[config.mk]
export PLATFORM = sky130hd
export DESIGN_NAME = kb_num_entry
export DESIGN_NICKNAME = d
export VERILOG_FILES = /design/src/rtl/kb_num_entry_pkg.sv /design/src/rtl/kb_num_entry_scan_decode.sv /design/src/rtl/kb_num_entry.sv
export SDC_FILE = /design/constraint.sdc
export NUM_CORES = 1
export LEC_CHECK = 0
export CAP_MARGIN = 20
export CORE_MARGIN = 2
export CORE_UTILIZATION = 40
export CTS_BUF_LIST = sky130_fd_sc_hd__clkbuf_8
export CTS_CLUSTER_DIAMETER = 120
export CTS_CLUSTER_SIZE = 10
export DETAILED_ROUTE_END_ITERATION = 8
export HOLD_SLACK_MARGIN = 0.12
export PLACE_DENSITY = 0.73
export SLEW_MARGIN = 15
export SYNTH_ARGS = -nofsm -noshare
export SYNTH_HDL_FRONTEND = slang
export SYNTH_SLANG_ARGS = --single-unit
[constraint.sdc]
create_clock -name clk -period 3.4 [get_ports clk]
set_input_delay 0.68 -clock clk [delete_from_list [all_inputs] [get_ports clk]]
set_output_delay 0.68 -clock clk [all_outputs]
set_load 0.005 [all_outputs]
[src/rtl/kb_num_entry_pkg.sv]
// kb_num_entry_pkg: shared constants and encodings for the numeric entry block.
// Holds set-2 scan codes, FSM state encoding and key-class encoding.
package kb_num_entry_pkg;

    localparam logic [7:0] SC_D0 = 8'h45;
    localparam logic [7:0] SC_D1 = 8'h16;
    localparam logic [7:0] SC_D2 = 8'h1E;
    localparam logic [7:0] SC_D3 = 8'h26;
    localparam logic [7:0] SC_D4 = 8'h25;
    localparam logic [7:0] SC_D5 = 8'h2E;
    localparam logic [7:0] SC_D6 = 8'h36;
    localparam logic [7:0] SC_D7 = 8'h3D;
    localparam logic [7:0] SC_D8 = 8'h3E;
    localparam logic [7:0] SC_D9 = 8'h46;

    localparam logic [7:0] SC_KP0 = 8'h70;
    localparam logic [7:0] SC_KP1 = 8'h69;
    localparam logic [7:0] SC_KP2 = 8'h72;
    localparam logic [7:0] SC_KP3 = 8'h7A;
    localparam logic [7:0] SC_KP4 = 8'h6B;
    localparam logic [7:0] SC_KP5 = 8'h73;
    localparam logic [7:0] SC_KP6 = 8'h74;
    localparam logic [7:0] SC_KP7 = 8'h6C;
    localparam logic [7:0] SC_KP8 = 8'h75;
    localparam logic [7:0] SC_KP9 = 8'h7D;

    localparam logic [7:0] SC_ENTER = 8'h5A;
    localparam logic [7:0] SC_BKSP  = 8'h66;
    localparam logic [7:0] SC_ESC   = 8'h76;

    typedef enum logic [1:0] {
        ST_ENTRY = 2'd0,
        ST_CONV  = 2'd1,
        ST_OUT   = 2'd2
    } state_t;

    typedef enum logic [2:0] {
        KC_OTHER = 3'd0,
        KC_DIGIT = 3'd1,
        KC_ENTER = 3'd2,
        KC_BKSP  = 3'd3,
        KC_ESC   = 3'd4
    } key_class_t;

endpackage

[src/rtl/kb_num_entry_scan_decode.sv]
// kb_scan_decode: combinational scan-code classifier.
// In: key_code_i[7:0]. Out: kclass_o (key_class_t encoding), digit_o[3:0].
// KB_NUM_KEYPAD_EN: when defined, numeric keypad codes also decode as digits.
module kb_scan_decode
    import kb_num_entry_pkg::*;
(
    input  logic [7:0] key_code_i,
    output logic [2:0] kclass_o,
    output logic [3:0] digit_o
);

    always_comb begin
        kclass_o = KC_OTHER;
        digit_o  = 4'd0;
        case (key_code_i)
            SC_D0: begin kclass_o = KC_DIGIT; digit_o = 4'd0; end
            SC_D1: begin kclass_o = KC_DIGIT; digit_o = 4'd1; end
            SC_D2: begin kclass_o = KC_DIGIT; digit_o = 4'd2; end
            SC_D3: begin kclass_o = KC_DIGIT; digit_o = 4'd3; end
            SC_D4: begin kclass_o = KC_DIGIT; digit_o = 4'd4; end
            SC_D5: begin kclass_o = KC_DIGIT; digit_o = 4'd5; end
            SC_D6: begin kclass_o = KC_DIGIT; digit_o = 4'd6; end
            SC_D7: begin kclass_o = KC_DIGIT; digit_o = 4'd7; end
            SC_D8: begin kclass_o = KC_DIGIT; digit_o = 4'd8; end
            SC_D9: begin kclass_o = KC_DIGIT; digit_o = 4'd9; end
`ifdef KB_NUM_KEYPAD_EN
            SC_KP0: begin kclass_o = KC_DIGIT; digit_o = 4'd0; end
            SC_KP1: begin kclass_o = KC_DIGIT; digit_o = 4'd1; end
            SC_KP2: begin kclass_o = KC_DIGIT; digit_o = 4'd2; end
            SC_KP3: begin kclass_o = KC_DIGIT; digit_o = 4'd3; end
            SC_KP4: begin kclass_o = KC_DIGIT; digit_o = 4'd4; end
            SC_KP5: begin kclass_o = KC_DIGIT; digit_o = 4'd5; end
            SC_KP6: begin kclass_o = KC_DIGIT; digit_o = 4'd6; end
            SC_KP7: begin kclass_o = KC_DIGIT; digit_o = 4'd7; end
            SC_KP8: begin kclass_o = KC_DIGIT; digit_o = 4'd8; end
            SC_KP9: begin kclass_o = KC_DIGIT; digit_o = 4'd9; end
`endif
            SC_ENTER: kclass_o = KC_ENTER;
            SC_BKSP:  kclass_o = KC_BKSP;
            SC_ESC:   kclass_o = KC_ESC;
            default:  kclass_o = KC_OTHER;
        endcase
    end

endmodule

[src/rtl/kb_num_entry.sv]
// kb_num_entry: pops scan codes, builds a BCD entry, converts it to binary on
// Enter and offers it on a valid/ready port. Ports: clk, reset, key_code,
// kb_buf_empty, rd_key_code, num, num_valid, num_ready, bcd, digit_cnt.
module kb_num_entry
    import kb_num_entry_pkg::*;
#(
    parameter int DIGITS = 2,
    parameter int W      = 7
) (
    input  logic                  clk,
    input  logic                  reset,
    input  logic [7:0]            key_code,
    input  logic                  kb_buf_empty,
    output logic                  rd_key_code,
    output logic [W-1:0]          num,
    output logic                  num_valid,
    input  logic                  num_ready,
    output logic [4*DIGITS-1:0]   bcd,
    output logic [2:0]            digit_cnt
);

    state_t              state_q;
    logic [4*DIGITS-1:0] bcd_q;
    logic [2:0]          cnt_q;
    logic [2:0]          idx_q;
    logic [W-1:0]        acc_q;
    logic [W-1:0]        num_q;
    logic                valid_q;

    logic [2:0]          kclass;
    logic [3:0]          kdigit;
    logic [4*DIGITS+3:0] bcd_push;
    logic [4*DIGITS-1:0] bcd_sel;
    logic [3:0]          cur_dig;
    logic [W-1:0]        acc_d;

    kb_scan_decode u_dec (
        .key_code_i (key_code),
        .kclass_o   (kclass),
        .digit_o    (kdigit)
    );

    assign rd_key_code = (state_q == ST_ENTRY) & ~kb_buf_empty & ~reset;

    // Shift-in works for DIGITS=1 too; the top nibble simply falls off.
    assign bcd_push = {bcd_q, kdigit};
    assign bcd_sel  = bcd_q >> {idx_q, 2'b00};
    assign cur_dig  = bcd_sel[3:0];

    // acc*10 as shift-add; W is sized so this never wraps.
    assign acc_d = (acc_q << 3) + (acc_q << 1) + W'(cur_dig);

    always_ff @(posedge clk or posedge reset) begin
        if (reset) begin
            state_q <= ST_ENTRY;
            bcd_q   <= '0;
            cnt_q   <= '0;
            idx_q   <= '0;
            acc_q   <= '0;
            num_q   <= '0;
            valid_q <= 1'b0;
        end else begin
            case (state_q)
                ST_ENTRY: begin
                    if (!kb_buf_empty) begin
                        case (kclass)
                            KC_DIGIT: begin
                                if (cnt_q < 3'(DIGITS)) begin
                                    bcd_q <= bcd_push[4*DIGITS-1:0];
                                    cnt_q <= cnt_q + 3'd1;
                                end
                            end
                            KC_BKSP: begin
                                if (cnt_q != 3'd0) begin
                                    bcd_q <= bcd_q >> 4;
                                    cnt_q <= cnt_q - 3'd1;
                                end
                            end
                            KC_ESC: begin
                                bcd_q <= '0;
                                cnt_q <= '0;
                            end
                            KC_ENTER: begin
                                if (cnt_q != 3'd0) begin
                                    acc_q   <= '0;
                                    idx_q   <= cnt_q - 3'd1;
                                    state_q <= ST_CONV;
                                end
                            end
                            default: ;
                        endcase
                    end
                end
                ST_CONV: begin
                    // Walk from the oldest digit down to the newest.
                    acc_q <= acc_d;
                    if (idx_q == 3'd0) begin
                        num_q   <= acc_d;
                        valid_q <= 1'b1;
                        state_q <= ST_OUT;
                    end else begin
                        idx_q <= idx_q - 3'd1;
                    end
                end
                ST_OUT: begin
                    if (num_ready) begin
                        valid_q <= 1'b0;
                        bcd_q   <= '0;
                        cnt_q   <= '0;
                        state_q <= ST_ENTRY;
                    end
                end
                default: state_q <= ST_ENTRY;
            endcase
        end
    end

    assign num       = num_q;
    assign num_valid = valid_q;
    assign bcd       = bcd_q;
    assign digit_cnt = cnt_q;

endmodule

== After elaboration in Yosys (flattened, before gate mapping) ==
Index checks and enable logic that the tools add are counted.
Widths: inputs -> output; s select.

* Bits in registers: 30
* Latch bits: 0
* Memory bits (writable): 0
* Bits in read-only memories: 0
* Input port bits: 12
* Output and inout port bits: 20
* Word-level logic and storage cells: 90
* Memories: 0

* Add/sub/neg operators: 5
* $mul: 0
* Divide/modulo/power cells: 0
* $lt $le $gt $ge: 1
* Eq/ne operators: 28
* Shift operators: 1
* Mux-type cells: 31
* Bitwise logic cells: 4
* Reductions and logical operators: 13

{| class="wikitable"
|+ Operators with widths
! operator !! number
|-
| $eq 8x6->1 const B || 6
|-
| $eq 8x7->1 const B || 5
|-
| $pmux 4 s9 || 1
|-
| $mux 8 || 4
|-
| $pmux 8 s3 || 1
|-
| $mux 3 || 7
|-
| $mux 6 || 3
|-
| $eq 8x5->1 const B || 2
|-
| $pmux 8 s2 || 1
|-
| $pmux 3 s2 || 2
|-
| $pmux 3 s4 || 1
|-
| $pmux 6 s2 || 1
|-
| $mux 2 || 5
|-
| $reduce_and 5->1 || 2
|-
| $reduce_or 10->1 || 1
|-
| $pmux 3 s3 || 1
|-
| $ne 2x2->1 const B || 4
|-
| $shr 8x5->4 || 1
|-
| $add 7x4->7 || 1
|-
| $add 7x7->7 || 1
|-
| $eq 3x2->1 const B || 2
|-
| $ne 3x3->1 const B || 2
|-
| $pmux 2 s3 || 1
|-
| $reduce_and 6->1 || 1
|-
| 20 further kinds || 27
|}

== Logic depth before layout (Yosys ltp) ==
* Word-level depth: 7
* Mapped depth: 12
* Gate-level depth less buffers: 11

== By module ==
A second synthesis with hierarchy kept.

* Cells, all modules: 219
* Area, all modules: 2124.5 um^2

{| class="wikitable"
|+ Modules (own cells, without submodules)
! module !! instances !! cells each !! area an instance (um^2) !! sequential area each (um^2)
|-
| kb_num_entry || 1 || 182 || 1833.0 || 750.7
|-
| kb_scan_decode || 1 || 37 || 291.5 || 0.0
|}

== Worst setup path after synthesis ==
OpenSTA, ideal clock, no wires.

* Path type: input to register
* Start: input key_code[5]
* End: register bcd_q[0] (netlist: bcd[0])
* Library setup time: 0.125 ns
* Arrival time: 2.297 ns
* Data required time: 3.275 ns
* Path slack: 0.978 ns
* Cell stages on the path: 7
* Path buffers: 2
* Cells stage by stage: buf_4 or3b_4 a2111oi_4 a221oi_2 mux2i_2 buf_6 mux2_4

* Longest elaborated chain between the ends: 7
* Elaborated cells on any way between the ends: 27
* Those cells by class: 19 x eq/ne; 6 x mux; 2 x reduce/logical

{| class="wikitable"
|+ Ends and longest elaborated chain
! what !! line !! RTL
|-
| start: declaration || kb_num_entry.sv:12 || <nowiki>input logic [7:0] key_code,</nowiki>
|-
| $eq 8x7->1, or another cell as far along || kb_num_entry_scan_decode.sv:15 || <nowiki>case (key_code_i)</nowiki>
|-
| $reduce_or 10->1 (no source line) || n/a ||
|-
| $pmux 3 s4 || kb_num_entry_scan_decode.sv:15 ||
|-
| $eq 3x3->1, or another cell as far along || kb_num_entry.sv:66 || <nowiki>case (kclass)</nowiki>
|-
| $pmux 8 s3 || kb_num_entry.sv:66 ||
|-
| $mux 8 || kb_num_entry.sv:65 || <nowiki>if (!kb_buf_empty) begin</nowiki>
|-
| $pmux 8 s2 || kb_num_entry.sv:63 || <nowiki>case (state_q)</nowiki>
|-
| end signal: assignment || kb_num_entry.sv:69 || <nowiki>bcd_q <= bcd_push[4*DIGITS-1:0];</nowiki>
|-
| end signal: assignment || kb_num_entry.sv:75 || <nowiki>bcd_q <= bcd_q >> 4;</nowiki>
|-
| end: declaration || kb_num_entry.sv:23 || <nowiki>logic [4*DIGITS-1:0] bcd_q;</nowiki>
|}

Parallel ways exist; a longest one is shown, timed or not. The select of a mux whose other input is x is not followed.
A chain may end at the register's enable or synchronous reset.

== Final worst setup path ==
* Start: input key_code[3]
* End: register bcd_q[1] (netlist: bcd[1])

The elaborated chain is that of the path after synthesis.

==> results.cfg <==
[status]
outcome = completed

[clocking]
cts_buffer_depth = 2
cts_tree = yes
clkSlewWorstSetupHoldPaths_ns = 0.06
cts_sinks = 30
postCtsSetupBuffers = 0
ctsHoldBuffers = 0
cts-resized-gates = 0
cts-buffers-inserted = 5
cts_root_buf = clkbuf_8
htreeDepth = 2
insertion_delay_ns = 0.29

[yosys]
synth_cells = 217
avgSynthCellArea_um2 = 9.623
synth_nets = 244
syn_area_um2 = 2088
synth_ff_type = dfrtp_1
yosysSeqAreaShare_pct = 35.95
yosys_register_bits = 30
async_reset_ff_share_pct = 100.0
synthDistinctLibCells = 49
synth_edf_count = 0
yosys_warnings = 0

[global_route]
first_global_vias = 1653
grt_antenna_before_repair = 0
grt_max_degree = 28
grt.total_usage_pct = 16.56
grt_pass1_wl_mm = 7.803
grt-ovfl-total = 0

[worst_setup_path]
critPathKind = in2reg
crit_path_end_kind = flop
worstPathRequired_ns = 3.57
rrSetupSlack_ns = 0.85
crit_start = key_code[3]
rr_worst_depth = 8
startpoint_type = input port
slowest_delay_ns = 0.59
crit_slowest_cell = clkdlybuf4s50_1
critPathTopFamily = buffers and inverters
path_max_fanout = 11
cp.arrival_ns = 2.97
timing.rr.start = idx_q[0]$_DFFE_PP0P_
worstReg2RegEnd = num[5]$_DFFE_PP0P_
path_cells = clkdlybuf4s50_1 -> or3b_4 -> a2111oi_4 -> a221oi_2 -> mux2i_2 -> buf_4 -> mux2_2
cp.buffers_inverters = 2

[sta]
maxSlewViolCount = 0
rsz0062_at_grt = no
min_period_over_period_pct = 82.29
period_needed_ns = 2.798
setup_ws_ns = 0.6023
worstMarginPinSlew_ns = 0.7896
skew_ns = 0.005005
maxSlewHeadroom_pct = 47.26
hold_violations = 0
fmax_mhz = 357.4
finalSetupViolCount = 0
fin_setup_tns_ns = 0

[floorplan]
core_area_um2 = 5075
die_w_um = 76.26
io-pin-count = 32
die_height_um = 76.26
rows = 26
initial_core_util_pct = 41.15
dieArea_um2 = 5815

[detailed_routing]
vias = 1690
postRouteWirelength_mm = 4.597
wl_per_cell_um = 14.41
drc = 0
first_pass_iters = 4
drtIter0Drc = 120
via_per_inst = 5.298
final_antenna_net_count = 0

[final_layout]
final_nets = 275
drive_gt1_share_pct = 11.24
utilization_pct = 50.17
syn_to_final_growth_pct = 21.93
final_cell_area_um2 = 2546
num_antenna_cells = 0

[place]
routabilityCongestion = 0.8887
placed_cell_area_um2 = 2455
placement.io_buffers = 31
dp_hpwl_mm = 3.510
pre_cts_ws_ns = 0.3248

[power]
power.total_uw = 1716
peakVddDrop_v = 0.0003877
power_density_nw_per_um2 = 673.9
leakage_uw = 0.001110

[hold_path]
hold_path_class = reg2reg
min_to = num[3]$_DFFE_PP0P_
hp-start = num[3]$_DFFE_PP0P_
holdPathStages = 2

[job]
max_cap_viol_count = 0
-- synth_stat cells, types with 2 or more instances --
| library cell | instances | share of area (%) |
|---|---|---|
| dfrtp_1 | 30 | 36 |
| inv_1 | 24 | 4.3 |
| nand2_1 | 15 | 2.7 |
| ha_1 | 13 | 7.8 |
| nor2_1 | 11 | 2.0 |
| mux2i_1 | 10 | 4.8 |
| o21ai_0 | 9 | 2.2 |
| nor3_1 | 8 | 1.9 |
| clkbuf_1 | 7 | 1.3 |
| nand2b_1 | 7 | 2.1 |
| a21oi_1 | 6 | 1.4 |
| o22ai_1 | 6 | 1.8 |
| a22o_1 | 4 | 1.7 |
| mux2_2 | 4 | 2.2 |
| mux2_4 | 4 | 2.9 |
| nand3_1 | 4 | 0.96 |
| nor2b_1 | 4 | 1.2 |
| xnor2_1 | 4 | 1.7 |
| xor2_1 | 4 | 1.7 |
| nor4_1 | 3 | 0.90 |
| o311ai_0 | 3 | 1.3 |
| a21o_1 | 2 | 0.72 |
| a31oi_1 | 2 | 0.60 |
| a32oi_1 | 2 | 0.84 |
| buf_4 | 2 | 0.72 |
| buf_6 | 2 | 1.1 |
| fa_1 | 2 | 1.9 |
| nand3b_1 | 2 | 0.72 |
| o31ai_1 | 2 | 0.72 |
| o41ai_1 | 2 | 0.84 |
-- placed cells by master (no fill, tap or decap), types with 5 or more instances in the layout --
master	instances
a21oi_1	6
nand2_1	15
nor2_1	11
dfrtp_1	30
clkbuf_8	6
clkdlybuf4s50_1	31
o21ai_0	9
nand2b_1	7
inv_1	25
nor3_1	8
o22ai_1	6
ha_1	13
buf_4	5
mux2i_1	10
-- power breakdown --
group / leakage [µW] / switching (µW) / internal, µW
clock: 0.0000524 / 135 / 160
sequential: 0.000391 / 150 / 479
combinational: 0.000667 / 370 / 422
-- sequential cells by signal, summed over array words and instances, names as in the netlist --
name	flops
num	7
num_valid	1
acc_q	6
idx_q	3
state_q	2
bcd	8
digit_cnt	3
-- routing by layer --
| layer | GRT usage, % | vias to the layer above | share of wire, % |
|---|---|---|---|
| li1 | - | 832 | - |
| met1 | 22.31 | 813 | 48 |
| met2 | 26.46 | 38 | 47 |
| met3 | 3.318 | 7 | 4.3 |
| met4 | 6.000 | 0 | 1.2 |
| met5 | 0 | - | 0 |
-- worst min-delay path, cell delays in order, from the launching register on --
cell and delay (ns):
dfrtp_1 0.34, nand2_1 0.04, o21ai_0 0.06
-- layout make-up --
| type | instances | area [µm²] |
|---|---|---|
| clock buffer | 6 | 82.58 |
| clock inverter | 2 | 8.758 |
| fill | 504 | 2529 |
| inverter | 24 | 90.09 |
| multi-input combinational | 151 | 1179 |
| sequential | 30 | 750.7 |
| tap | 70 | 87.58 |
| timing repair buffer | 36 | 347.8 |
-- per-stage QoR --
| stage | hold slack [ns] | instances |
|---|---|---|
| 2_1_floorplan | 0.4538 | 217 |
| 3_3_place_gp | 0.4599 | 311 |
| 3_5_place_dp | 0.4696 | 311 |
| 4_1_cts | 0.4834 | 319 |
| 5_1_grt | 0.5093 | 319 |
| 6_report | 0.4769 | 319 |
-- worst max path at each step --
| stage | cells after the start | to |
|---|---|---|
| 6_report | 7 | bcd[1]$_DFFE_PP0P_ |
| 5_1_grt | 7 | bcd[1]$_DFFE_PP0P_ |
| 4_1_cts | 7 | bcd[1]$_DFFE_PP0P_ |
| 3_5_place_dp | 7 | bcd[1]$_DFFE_PP0P_ |
| 3_3_place_gp | 7 | bcd[1]$_DFFE_PP0P_ |
| 2_1_floorplan | 7 | bcd[0]$_DFFE_PP0P_ |
-- logic make-up (layout without fill, tap and decap cells) --
kind of cell,Yosys count,after routing,share of synthesized area (%)
AO/OA/AOI/OAI,44,44,15.82
multiplexers,19,19,10.49
adder cells (fa/ha/maj),15,15,9.707
AND/OR/NAND/NOR,65,65,17.08
buffers and inverters,36,68,7.609
flip-flops,30,30,35.95
XOR/XNOR,8,8,3.355
No activity file was read; power rests on OpenSTA's default activity.
